$ cat src/rtl/weather_alert_responder.sv
// Cockpit responder to the weather/emergency safety unit: escalates crew alerts,
// times out unacknowledged warnings into auto-descent and latches emergency descent.
module weather_alert_responder #(
    parameter int ACK_TIMEOUT = 16,
    parameter int HORN_PERIOD = 4
) (
    input  logic       CLK,
    input  logic       RST_N,
    input  logic       severe_weather,
    input  logic       emergency_landing_alert,
    input  logic [1:0] ECSU_state,
    input  logic       pilot_ack,
    input  logic       landed,
    output logic [2:0] resp_state,
    output logic       caution_lamp,
    output logic       warning_horn,
    output logic       descent_cmd,
    output logic [7:0] warn_events
);

    localparam int AW = $clog2(ACK_TIMEOUT);
    localparam int HW = $clog2(HORN_PERIOD + 1);
    localparam logic [AW-1:0] ACK_LAST  = AW'(ACK_TIMEOUT - 1);
    localparam logic [HW-1:0] HORN_LAST = HW'(HORN_PERIOD - 1);

    typedef enum logic [2:0] {
        ST_NORMAL       = 3'd0,
        ST_CAUTION      = 3'd1,
        ST_WARN         = 3'd2,
        ST_WARN_ACK     = 3'd3,
        ST_AUTO_DESCENT = 3'd4,
        ST_EMERGENCY    = 3'd5,
        ST_LANDED       = 3'd6
    } state_t;

    state_t          state_q, state_d;
    logic [AW-1:0]   ack_q, ack_d;
    logic [HW-1:0]   hcnt_q, hcnt_d;
    logic            horn_q, horn_d;
    logic            caution_q, caution_d;
    logic            descent_q, descent_d;
    logic [7:0]      ev_q, ev_d;
    logic            emerg;
    state_t          calm_st;

    always_comb begin
        state_d   = ST_NORMAL;
        ack_d     = ack_q;
        hcnt_d    = hcnt_q;
        horn_d    = 1'b0;
        ev_d      = ev_q;
        caution_d = 1'b0;
        descent_d = 1'b0;
        emerg     = emergency_landing_alert || (ECSU_state == 2'd3);
        calm_st   = (ECSU_state == 2'd1) ? ST_CAUTION : ST_NORMAL;

        case (state_q)
            ST_NORMAL, ST_CAUTION: begin
                if (emerg) begin
                    state_d = ST_EMERGENCY;
                end else if (severe_weather) begin
                    state_d = ST_WARN;
                    ack_d   = '0;
                    hcnt_d  = '0;
                    horn_d  = 1'b1;
                    if (ev_q != '1) ev_d = ev_q + 8'd1;
                end else begin
                    state_d = calm_st;
                end
            end
            ST_WARN: begin
                if (emerg) begin
                    state_d = ST_EMERGENCY;
                end else if (!severe_weather) begin
                    state_d = calm_st;
                end else if (pilot_ack) begin
                    state_d = ST_WARN_ACK;
                end else if (ack_q == ACK_LAST) begin
                    state_d = ST_AUTO_DESCENT;
                end else begin
                    state_d = ST_WARN;
                    ack_d   = ack_q + AW'(1);
                    // Horn half-period ends when the counter reaches its last value.
                    if (hcnt_q == HORN_LAST) begin
                        horn_d = ~horn_q;
                        hcnt_d = '0;
                    end else begin
                        horn_d = horn_q;
                        hcnt_d = hcnt_q + HW'(1);
                    end
                end
            end
            ST_WARN_ACK: begin
                if (emerg)                state_d = ST_EMERGENCY;
                else if (!severe_weather) state_d = calm_st;
                else                      state_d = ST_WARN_ACK;
            end
            ST_AUTO_DESCENT: begin
                if (landed)     state_d = ST_LANDED;
                else if (emerg) state_d = ST_EMERGENCY;
                else            state_d = ST_AUTO_DESCENT;
            end
            ST_EMERGENCY: state_d = landed ? ST_LANDED : ST_EMERGENCY;
            ST_LANDED:    state_d = ST_LANDED;
            default:      state_d = ST_NORMAL;
        endcase

        // Outputs are registered from the next state so they track resp_state exactly.
        if (state_d == ST_EMERGENCY) horn_d = 1'b1;
        caution_d = (state_d == ST_CAUTION) || (state_d == ST_WARN_ACK);
        descent_d = (state_d == ST_AUTO_DESCENT) || (state_d == ST_EMERGENCY);
    end

    always_ff @(posedge CLK or negedge RST_N) begin
        if (!RST_N) begin
            state_q   <= ST_NORMAL;
            ack_q     <= '0;
            hcnt_q    <= '0;
            horn_q    <= 1'b0;
            caution_q <= 1'b0;
            descent_q <= 1'b0;
            ev_q      <= '0;
        end else begin
            state_q   <= state_d;
            ack_q     <= ack_d;
            hcnt_q    <= hcnt_d;
            horn_q    <= horn_d;
            caution_q <= caution_d;
            descent_q <= descent_d;
            ev_q      <= ev_d;
        end
    end

    assign resp_state   = state_q;
    assign caution_lamp = caution_q;
    assign warning_horn = horn_q;
    assign descent_cmd  = descent_q;
    assign warn_events  = ev_q;

endmodule
$ cat config.mk
export PLATFORM = sky130hd
export DESIGN_NAME = weather_alert_responder
export DESIGN_NICKNAME = d
export VERILOG_FILES = /design/src/rtl/weather_alert_responder.sv
export SDC_FILE = /design/constraint.sdc
export NUM_CORES = 1
export LEC_CHECK = 0
export CAP_MARGIN = 15
export CORE_AREA = 2 2 52 54
export DETAILED_ROUTE_END_ITERATION = 8
export DIE_AREA = 0 0 54 56
export PLACE_DENSITY = 0.78
export SLEW_MARGIN = 20
export SYNTH_ARGS = -nofsm -noshare
export SYNTH_HDL_FRONTEND = slang
export SYNTH_SLANG_ARGS = --single-unit
$ cat constraint.sdc
create_clock -name CLK -period 4.8 [get_ports CLK]
set_input_delay 0.96 -clock CLK [delete_from_list [all_inputs] [get_ports CLK]]
set_output_delay 0.96 -clock CLK [all_outputs]
set_load 0.05 [all_outputs]
==> impl_metrics.py, run 1 <==
metrics = {
    "sta": {
        "worst_slack_ns": 2.078,
        "worstMarginPinSlew_ns": 0.8908,
        "setup_viol": 0,
        "relSlewSlack": 0.4043,
        "final_max_slew_viol_count": 0,
        "hold_viol_final": 0,
        "tns_ns": 0,
        "skew_ns": 0.002528,
        "period_minus_slack_ns": 2.722,
        "rsz0062_at_grt": "false",
        "finalCritPeriodShare": 0.5670,
        "hold_ws_ns": 0.5241,
        "max_freq_ghz": 0.3674,
    },
    "clocking": {
        "clockBufferDepth": 2,
        "clkSinkCount": 21,
        "path_clk_slew_ns": 0.12,
        "cts_resized": 0,
        "root_buffer": "clkbuf_4",
        "cts_setup_buffers": 0,
        "cts-hold-fix-buffers": 0,
        "htreeDepth": 1,
        "cts_made_buffers": 3,
        "cts_tree": "built",
        "insertion_delay_ns": 0.31,
    },
    "cells_and_area": {
        "utilization": 0.5458,
        "synthToLayoutAreaGrowth_pct": 24.53,
        "drive_gt1_frac": 0.05469,
        "design_area_sq_um": 1328,
        "fillCellCount": 221,
        "nets": 140,
        "layout_common_cells": "21 x dfrtp_1, 21 x clkdlybuf4s50_1, 8 x nand2_1, 7 x nand3_1",
        "layout.cells.non_filler": 158,
        "antenna_cells": 0,
    },
    "critical_path": {
        "arrival_ns": 1.76,
        "cpLargestDelayFamily": "buffers and inverters",
        "path_cells": "clkdlybuf4s50_1",
        "cp-start-kind": "flip-flop",
        "rr_worst_depth": 4,
        "slowest_delay_ns": 0.87,
        "end_kind": "output pin",
        "slowest_stage": "clkdlybuf4s50_1",
        "crit_fanout": 10,
        "worstSetupPathType": "flip-flop to output pin",
        "path_buf_inv": 1,
        "crit_required_ns": 3.84,
        "worst-path-stages": 1,
    },
    "grt": {
        "grt_pass1_wl_um": 3677,
        "grt_antenna_before_repair": 0,
        "grt_usage": 0.1651,
        "grt_max_degree": 22,
        "grt_pass1_vias": 873,
        "overflow": 0,
    },
    "synthesis": {
        "synth_cells": 106,
        "synth_cell_type_count": 34,
        "synth.avg_cell_area_sq_um": 10.06,
        "synth_seq_cells": 21,
        "syn-cell-area_sq_um": 1066,
        "yosysWarnings": 0,
        "ys_seq_area_frac": 0.4930,
        "synthesis.nets": 117,
    },
    "power_and_ir_drop": {
        "power.total_mw": 0.6315,
        "cellPowerDensity_nw_per_um2": 475.7,
        "ir_worst_vdd_v": 0.0003631,
        "leakage_nw": 0.5924,
    },
    "placement": {
        "dp_cells": 154,
        "port_buffers": 21,
        "dp_hpwl_um": 1629,
        "postPlaceCellArea_sq_um": 1300,
        "place.gp.congestion": 0.7846,
        "pre_cts_ws_ns": 1.814,
    },
    "floorplan": {
        "die_area_sq_um": 3024,
        "initial_core_util": 0.4383,
        "die_w_um": 54,
        "io_pins": 22,
        "rows": 18,
        "core_area_sq_um": 2432,
        "die_y_um": 56,
    },
    "run_status": {
        "status": "complete, no violations",
    },
    "routing": {
        "drtAntennaViolNets": 0,
        "dr.pass1.iters": 4,
        "drc_errors": 0,
        "drt_iter0_markers": 5,
        "viasPerCell": 5.475,
        "num_vias": 865,
        "drt-wirelength-per-cell_um": 13.49,
        "finalWirelength_um": 2131,
    },
    "hold_path": {
        "hold_class": "flip-flop to flip-flop",
        "whs_path_depth": 1,
    },
    "flow_run": {
        "cap_violations": 0,
    },
}
-- state kept, by name, indices dropped and copies added (netlist names) --
signal and cells:
resp_state 3, caution_lamp 1, warn_events 8, descent_cmd 1, ack_q 4, warning_horn 1
hcnt_q 3
-- per-layer routing --
layer  share of wire  wire (um)  global-route usage  vias to the layer above
met3           0.038         81             0.02688                        9
met4           0.045         95              0.1214                        0
met1            0.43        917              0.1897                      406
met5               0          0                   0                        -
met2            0.49       1036              0.2648                       23
li1                -          -                   -                      427
-- area by class of cell --
type,count,area (sq um),area share
multi-input cells,78,511.7,0.3855
repair buffers,21,210.2,0.1583
flip-flops and latches,21,525.5,0.3959
well taps,30,37.54,0.02828
inverters,4,15.01,0.01131
clock buffers,3,22.52,0.01697
clock inverters,1,5.005,0.003770
-- cell usage after synthesis --
master	n	area, sq um
a211o_1	1	8.760
a211oi_1	1	7.510
a21boi_0	1	7.510
a21o_1	2	15.01
a21oi_1	4	20.02
a22o_1	1	8.760
a22oi_1	2	15.01
and2_1	3	18.77
and3_1	2	12.51
buf_2	2	10.01
clkbuf_1	1	3.750
dfrtp_1	21	525.5
ha_1	3	37.54
inv_1	4	15.01
mux2_2	1	11.26
mux2i_1	2	20.02
nand2_1	8	30.03
nand2b_1	2	12.51
nand3_1	7	35.03
nand4_1	4	25.02
nor2_1	5	18.77
nor2b_1	2	12.51
nor3_1	2	10.01
nor3b_2	2	25.02
nor4_1	1	6.260
nor4b_1	1	8.760
o211ai_1	1	7.510
o21ai_0	5	25.02
o21ai_1	2	10.01
o22a_1	1	8.760
o31ai_1	1	7.510
or3_1	4	25.02
xnor2_1	2	17.52
xor2_1	5	43.79
-- power breakdown --
group	internal, mW	switching [mW]	total (mW)
Clock	0.0312	0.0561	0.0873
Combinational	0.107	0.166	0.273
Sequential	0.217	0.0534	0.271
-- worst paths after layout --
check / from / endpoint / slack (ns)
max: resp_state[2]$_DFF_PN0_ / resp_state[2] / 2.08
min: warn_events[7]$_DFFE_PN0P_ / warn_events[7]$_DFFE_PN0P_ / 0.52
max reg2reg: resp_state[1]$_DFF_PN0_ / warning_horn$_DFFE_PN0P_ / 2.80
min reg2reg: warn_events[7]$_DFFE_PN0P_ / warn_events[7]$_DFFE_PN0P_ / 0.52
max in group asynchronous: RST_N / hcnt_q[1]$_DFFE_PN0P_ / 3.12
min in group asynchronous: RST_N / resp_state[1]$_DFF_PN0_ / 1.13
-- logic make-up (layout without fill, tap and decap cells) --
group	count (synthesis)	after routing	synth area share
XOR/XNOR	7	7	0.05751
multiplexers	3	3	0.02934
buffers and inverters	7	29	0.02699
flip-flops	21	21	0.4930
AO/OA/AOI/OAI	22	22	0.1326
AND/OR/NAND/NOR	43	43	0.2253
adder cells (fa/ha/maj)	3	3	0.03522
Note: power is estimated with default switching activity, not from simulation.
==> inputs of run 2 (changes only) <==
==> constraint.sdc (replaced) <==
create_clock -name CLK -period 2.8 [get_ports CLK]
set_input_delay 0.56 -clock CLK [delete_from_list [all_inputs] [get_ports CLK]]
set_output_delay 0.56 -clock CLK [all_outputs]
set_load 0.05 [all_outputs]
==> impl_metrics.py, run 2 (same netlist as run 1, synthesis figures left out) <==
metrics = {
    "sta": {
        "max_freq_ghz": 0.4321,
        "hold_viol_final": 0,
        "setup_viol": 0,
        "relSlewSlack": 0.6581,
        "skew_ns": 0.008990,
        "rsz0062_at_grt": "false",
        "tns_ns": 0,
        "worstMarginPinSlew_ns": 0.5106,
        "finalCritPeriodShare": 0.8266,
        "period_minus_slack_ns": 2.314,
        "final_max_slew_viol_count": 0,
        "worst_slack_ns": 0.4856,
    },
    "critical_path": {
        "cp-start-kind": "flip-flop",
        "crit_required_ns": 2.24,
        "end_kind": "output pin",
        "cpLargestDelayFamily": "buffers and inverters",
        "crit_fanout": 10,
        "slowest_stage": "clkdlybuf4s50_1",
        "arrival_ns": 1.75,
        "path_buf_inv": 1,
        "worstSetupPathType": "flip-flop to output pin",
        "slowest_delay_ns": 0.87,
        "path_cells": "clkdlybuf4s50_1",
    },
    "cells_and_area": {
        "nets": 143,
        "ff_latch_area_sq_um": 525.5,
        "largest_reg_flops": 8,
        "fillCellCount": 217,
        "layout_common_cells": "21 x dfrtp_1, 21 x clkdlybuf4s50_1, 8 x nand2_1, 7 x nand3_1",
        "drive_gt1_frac": 0.06870,
        "antenna_cells": 0,
        "synthToLayoutAreaGrowth_pct": 26.53,
        "layout.cells.non_filler": 161,
        "multi_input_area_sq_um": 511.7,
        "design_area_sq_um": 1349,
    },
    "clocking": {
        "cts_setup_buffers": 0,
        "path_clk_slew_ns": 0.12,
        "htreeDepth": 1,
        "cts-hold-fix-buffers": 0,
        "cts_made_buffers": 3,
        "root_buffer": "clkbuf_4",
        "cts_resized": 0,
        "clockBufferDepth": 2,
        "cts_tree": "built",
        "clkSinkCount": 21,
        "insertion_delay_ns": 0.30,
    },
    "placement": {
        "port_buffers": 21,
        "dp_hpwl_um": 1664,
        "dp_cells": 157,
        "pre_cts_ws_ns": 0.5279,
        "postPlaceCellArea_sq_um": 1323,
        "place.gp.congestion": 0.7810,
    },
    "routing": {
        "dr.pass1.iters": 4,
        "finalWirelength_um": 2180,
        "drt-wirelength-per-cell_um": 13.54,
        "drtAntennaViolNets": 0,
        "drc_errors": 0,
        "num_vias": 875,
        "viasPerCell": 5.435,
        "drt_iter0_markers": 22,
    },
    "floorplan": {
        "die_area_sq_um": 3024,
        "core_area_sq_um": 2432,
        "die_w_um": 54,
        "initial_core_util": 0.4383,
        "rows": 18,
        "io_pins": 22,
        "die_y_um": 56,
    },
    "run_status": {
        "status": "complete, no violations",
    },
    "power_and_ir_drop": {
        "cellPowerDensity_nw_per_um2": 800.0,
        "leakage_nw": 0.6036,
        "ir_worst_vdd_v": 0.0006094,
        "power.total_mw": 1.079,
    },
    "hold_path": {
        "hold_class": "flip-flop to flip-flop",
    },
    "grt": {
        "grt_usage": 0.1683,
        "overflow": 0,
        "grt_pass1_wl_um": 3705,
        "grt_pass1_vias": 831,
        "grt_max_degree": 22,
        "grt_antenna_before_repair": 0,
    },
    "flow_run": {
        "cap_violations": 0,
    },
}
[run 2: per-stage QoR]
step             util  hold WS (ns)
6_report       0.5545        0.5131
5_1_grt        0.5545        0.5306
4_1_cts        0.5545        0.5187
3_5_place_dp   0.5437        0.5018
3_3_place_gp   0.5437        0.4825
2_1_floorplan       -        0.2644
[run 2: area by class of cell]
type                       count  share of cell area
sequential                    21              0.3896
clock buffer                   4             0.01948
multi-input combinational     78              0.3794
inverter                       4             0.01113
timing repair buffer          24              0.1725
tap                           30             0.02783
[run 2: worst paths after layout]
kind                                         startpoint                         end  slack (ns)  cells after the start
worst max register to register  resp_state[2]$_DFF_PN0_    warning_horn$_DFFE_PN0P_        0.95                      4
max in group asynchronous                         RST_N  warn_events[1]$_DFFE_PN0P_        2.00                      2
worst min register to register    hcnt_q[0]$_DFFE_PN0P_       hcnt_q[0]$_DFFE_PN0P_        0.51                      1
min in group asynchronous                         RST_N      caution_lamp$_DFF_PN0_        0.58                      2
worst min-delay path              hcnt_q[0]$_DFFE_PN0P_       hcnt_q[0]$_DFFE_PN0P_        0.51                      1
worst max-delay path            resp_state[2]$_DFF_PN0_               resp_state[2]        0.49                      1
[run 2: where the power goes]
part	internal, mW	switching (mW)	total (mW)
Sequential	0.373	0.0918	0.465
Clock	0.0555	0.0903	0.146
Combinational	0.187	0.282	0.469
[run 2: layer usage]
metal	up-vias	GRT usage	routed length, um	part of all wire
met3	5	0.03226	91	0.042
met2	25	0.2822	1138	0.52
met5	-	0	0	0
met4	0	0.07500	43	0.020
li1	426	-	-	-
met1	419	0.2014	907	0.42
==> inputs of run 3 (changes only) <==
--- a/config.mk
+++ b/config.mk
@@ -9,7 +9,7 @@
 export CORE_AREA = 2 2 52 54
 export DETAILED_ROUTE_END_ITERATION = 8
 export DIE_AREA = 0 0 54 56
-export PLACE_DENSITY = 0.78
+export PLACE_DENSITY = 0.8
 export SLEW_MARGIN = 20
 export SYNTH_ARGS = -nofsm -noshare
 export SYNTH_HDL_FRONTEND = slang
==> constraint.sdc (replaced) <==
create_clock -name CLK -period 2.1 [get_ports CLK]
set_input_delay 0.42 -clock CLK [delete_from_list [all_inputs] [get_ports CLK]]
set_output_delay 0.42 -clock CLK [all_outputs]
set_load 0.05 [all_outputs]
==> impl_metrics.py, run 3 (same netlist as run 1, synthesis figures left out) <==
metrics = {
    "placement": {
        "port_buffers": 21,
        "dp_cells": 163,
        "dp_hpwl_um": 1731,
        "place.gp.congestion": 0.8527,
        "postPlaceCellArea_sq_um": 1363,
    },
    "flow_run": {
        "cap_violations": 0,
    },
    "routing": {
        "dr.pass1.iters": 4,
        "drt_iter0_markers": 15,
        "num_vias": 915,
        "drt-wirelength-per-cell_um": 13.67,
        "viasPerCell": 5.479,
        "drc_errors": 0,
        "drtAntennaViolNets": 0,
        "finalWirelength_um": 2283,
    },
    "power_and_ir_drop": {
        "p_sw_frac": 0.4317,
        "p_int_mw": 0.8371,
        "sequentialPowerShare": 0.403,
        "power.total_mw": 1.473,
        "p_switching_mw": 0.6360,
        "leakage_nw": 0.6815,
        "combinationalPowerShare": 0.460,
        "cellPowerDensity_nw_per_um2": 1054,
        "ir_worst_vdd_v": 0.0006694,
        "clkPwrFrac": 0.137,
    },
    "critical_path": {
        "slowest_delay_ns": 0.85,
        "arrival_ns": 1.62,
        "crit_required_ns": 1.68,
        "crit_fanout": 5,
        "end_kind": "output pin",
        "cpLargestDelayFamily": "buffers and inverters",
        "cp-start-kind": "flip-flop",
        "path_buf_inv": 1,
        "path_cells": "clkdlybuf4s50_1",
        "slowest_stage": "clkdlybuf4s50_1",
        "worstSetupPathType": "flip-flop to output pin",
    },
    "sta": {
        "period_minus_slack_ns": 2.042,
        "skew_ns": 0.005801,
        "worstMarginPinSlew_ns": 0.5132,
        "setup_viol": 0,
        "max_freq_ghz": 0.4896,
        "finalCritPeriodShare": 0.9726,
        "hold_viol_final": 0,
        "relSlewSlack": 0.6564,
        "final_max_slew_viol_count": 0,
        "tns_ns": 0,
        "hold_ws_ns": 0.4389,
        "rsz0062_at_grt": "false",
    },
    "floorplan": {
        "die_area_sq_um": 3024,
        "initial_core_util": 0.4383,
        "die_w_um": 54,
        "core_area_sq_um": 2432,
        "rows": 18,
        "die_y_um": 56,
        "io_pins": 22,
    },
    "grt": {
        "grt_max_degree": 22,
        "overflow": 0,
        "grt_pass1_vias": 932,
        "grt_usage": 0.1781,
        "grt_antenna_before_repair": 0,
        "grt_pass1_wl_um": 4008,
    },
    "clocking": {
        "root_buffer": "clkbuf_4",
        "cts_resized": 0,
        "clockBufferDepth": 2,
        "cts_made_buffers": 3,
        "htreeDepth": 1,
        "path_clk_slew_ns": 0.12,
        "cts_tree": "built",
        "insertion_delay_ns": 0.31,
        "clkSinkCount": 21,
        "cts-hold-fix-buffers": 0,
        "cts_setup_buffers": 0,
    },
    "cells_and_area": {
        "antenna_cells": 0,
        "layout_commonest_cell": "dfrtp_1",
        "design_area_sq_um": 1398,
        "synthToLayoutAreaGrowth_pct": 31.10,
        "layout.cells.non_filler": 167,
        "largest_reg_flops": 8,
        "drive_gt1_frac": 0.1314,
        "fillCellCount": 222,
        "layout_common_cells": "21 x dfrtp_1, 16 x clkdlybuf4s50_1, 11 x buf_4, 8 x nand2_1, 7 x nand3_1",
        "nets": 149,
    },
    "hold_path": {
        "hold_class": "input pin to async pin",
    },
    "run_status": {
        "status": "complete, no violations",
    },
}
## run 3: cell count changes in the layout (fill, tap and decap cells not counted)
cell and delta:
clkbuf_1 -1, dlymetal6s2s_1 +3, clkinv_2 +1, buf_4 +8, clkdlybuf4s50_1 -5
## run 3: power groups by stage
| stage | clock, mW | combinational [mW] | sequential [mW] |
|---|---|---|---|
| 2_1_floorplan | 0 | 0.244 | 0.801 |
| 3_3_place_gp | 0 | 0.670 | 0.598 |
| 3_5_place_dp | 0 | 0.682 | 0.604 |
| 4_1_cts | 0.210 | 0.684 | 0.596 |
| 5_1_grt | 0.223 | 0.743 | 0.612 |
| 6_report | 0.201 | 0.678 | 0.594 |
## run 3: through the flow
step,setup slack [ns],utilization
3_5_place_dp,0.05212,0.5602
3_3_place_gp,0.1185,0.5602
6_report,0.05755,0.5746
5_1_grt,0.006226,0.5746
4_1_cts,0.0001636,0.5715
2_1_floorplan,0.2250,-
## run 3: final cells by class
class | instances | area (sq um) | share of cell area
Clock buffer | 3 | 22.52 | 0.01611
Clock inverter | 1 | 5.005 | 0.003581
Inverter | 4 | 15.01 | 0.01074
Multi-Input combinational cell | 78 | 511.7 | 0.3662
Sequential cell | 21 | 525.5 | 0.3760
Tap cell | 30 | 37.54 | 0.02686
Timing Repair Buffer | 30 | 280.3 | 0.2005
## run 3: path summary, 6_finish.rpt
check / start / end / slack [ns] / depth (start not counted)
worst max register to register: resp_state[1]$_DFF_PN0_ / ack_q[2]$_DFFE_PN0P_ / 0.30 / 5
min in group CLK: hcnt_q[0]$_DFFE_PN0P_ / hcnt_q[0]$_DFFE_PN0P_ / 0.52 / 1
max in group asynchronous: RST_N / warn_events[3]$_DFFE_PN0P_ / 1.44 / 2
worst max-delay path: warn_events[2]$_DFFE_PN0P_ / warn_events[2] / 0.06 / 1
worst min register to register: hcnt_q[0]$_DFFE_PN0P_ / hcnt_q[0]$_DFFE_PN0P_ / 0.52 / 1
worst min-delay path: RST_N / descent_cmd$_DFF_PN0_ / 0.44 / 2
## run 3: per-layer routing
layer,up-vias,GRT usage,share of wire
met1,437,0.2137,0.41
met2,32,0.2997,0.52
met3,5,0.04032,0.052
li1,441,-,-
met5,-,0,0
met4,0,0.06786,0.017
## run 3: worst reg2reg max path, stage by stage (launching register included)
cell and delay, ns:
dfrtp_1 0.50, nor3b_2 0.35, nand4_1 0.23, buf_4 0.21
or3_1 0.31, a21oi_1 0.15
==> RTL edit: new RTL, flow settings as in run 3 <==
`ev_q` no longer has a reset.
--- a/src/rtl/weather_alert_responder.sv
+++ b/src/rtl/weather_alert_responder.sv
@@ -121,3 +121,2 @@
             descent_q <= 1'b0;
-            ev_q      <= '0;
         end else begin
@@ -129,4 +128,7 @@
             descent_q <= descent_d;
-            ev_q      <= ev_d;
         end
+    end
+
+    always_ff @(posedge CLK) begin
+        ev_q <= ev_d;
     end
Check against the original RTL: not equivalent (Yosys sat finds a counterexample within 4 cycles, from zero or initial values and one cycle with RST_N low).
==> RTL edit against run 3 <==
- worst setup slack better by 40 ps
- global-route usage down 0.89 points
- sequential cell count unchanged
- total power down 4.5%
- wire length up 4.6%
- design area down 1.7%
- area after synthesis up 0.59%
- critical endpoint unchanged
==> RTL edit: results (changes against run 3) <==
- Synth top cells by count: dfrtp_1, nand2_1, edfxtp_1
- Critical path data arrival time: 1580 ps (-40 ps)
- Vias per cell: 5.68 (+3.6%)
- Worst-Margin Slew: 604 ps (+91.1 ps)
- Reg-to-reg startpoint: ack_q[0]
- Yosys cell types: 40 (+18%)
- Status: complete, no violations
- Syn Inst Count: 99 (-6.6%)
- P_int: 0.803 mW (-4.1%)
- Final net count: 139 (-6.7%)
- Worst VDD drop: 0.000697 V (+4.1%)
- Post-synthesis mux area share: 1.05% (-1.9 points)
- Sequential fraction of the synthesis area: 52.7% (+3.4 points)
- Total global routing track utilization: 16.9% (-0.89 points)
- Post-synthesis adder-cell area fraction: 3.50% (-0.021 points)
- Post-Route WL: 2390 um (+4.6%)
- Xor/xnor share of the synthesized area: 4.90% (-0.85 points)
- Met2 Wirelength: 1190 um (-1.1%)
- Clock skew: 3.03 ps (-2.78 ps)
- Post-synth EDFFs: 8 (+8)
- Met3 WL: 136 um (+14%)
- Global-route wire length before repair: 3820 um (-4.8%)
- Placer congestion estimate: 0.898 (+5.3%)
- First DRT Iteration DRCs: 23 (+8)
- Post-synth ARST share: 61.9% (-38 points)
- Leak pwr: 0.574 nW (-16%)
- Met3 usage: 2.69% (-1.3 points)
## RTL edit: cell count changes after synthesis, moves of 3 or more
cell      before  now
xor2_1         5    2
and2_1         3    0
dfrtp_1       21   13
edfxtp_1       0    8
or3_1          4    0
o21ai_0        5    2
## RTL edit: how the worst max path moves through the flow
stage	startpoint	endpoint	slack [ps]	cells after the start
final	warn_events[2]	warn_events[2]	100	1
after global routing	warn_events[2]	warn_events[2]	20	1
after CTS	resp_state[0]	resp_state[0]	30	1
after detailed placement	pilot_ack	hcnt_q[1]	80	4
after global placement	pilot_ack	hcnt_q[1]	140	4
after floorplan	warn_events[0]	warn_events[0]	90	4
## RTL edit: power by group through the flow
stage / combinational [mW] / clock (mW) / sequential (mW)
final: 0.597 / 0.190 / 0.620
after detailed placement: 0.595 / 0 / 0.627
after CTS: 0.599 / 0.203 / 0.619
after global routing: 0.644 / 0.214 / 0.635
after floorplan: 0.268 / 0 / 0.761
after global placement: 0.584 / 0 / 0.623
## RTL edit: per-stage QoR
stage          setup WS [ps]  instance area [um2]  power, mW  hold WS (ps)  std cells
6_report                97.3                 1370       1.41           487        157
5_1_grt                 24.3                 1370       1.49           518        157
4_1_cts                 28.6                 1370       1.42           478        157
3_5_place_dp            78.7                 1340       1.22           486        153
3_3_place_gp             144                 1340       1.21           473        153
2_1_floorplan           91.0                 1070       1.03           124         99
## RTL edit: area by class of cell
type | count | area (um2)
fill | 215 | 1060
inverter | 5 | 18.8
clock buffer | 3 | 22.5
timing repair buffer | 26 | 245
tap | 30 | 37.5
multi-input combinational | 71 | 479
sequential | 21 | 566
clock inverter | 1 | 5.00
## RTL edit: what timing repair did
| item | in CTS | in global routing |
|---|---|---|
| hold endpoints to repair | 0 | 0 |
| gates resized for setup | 0 | 1 |
| endpoints found under the setup margin | 0 | 1 |
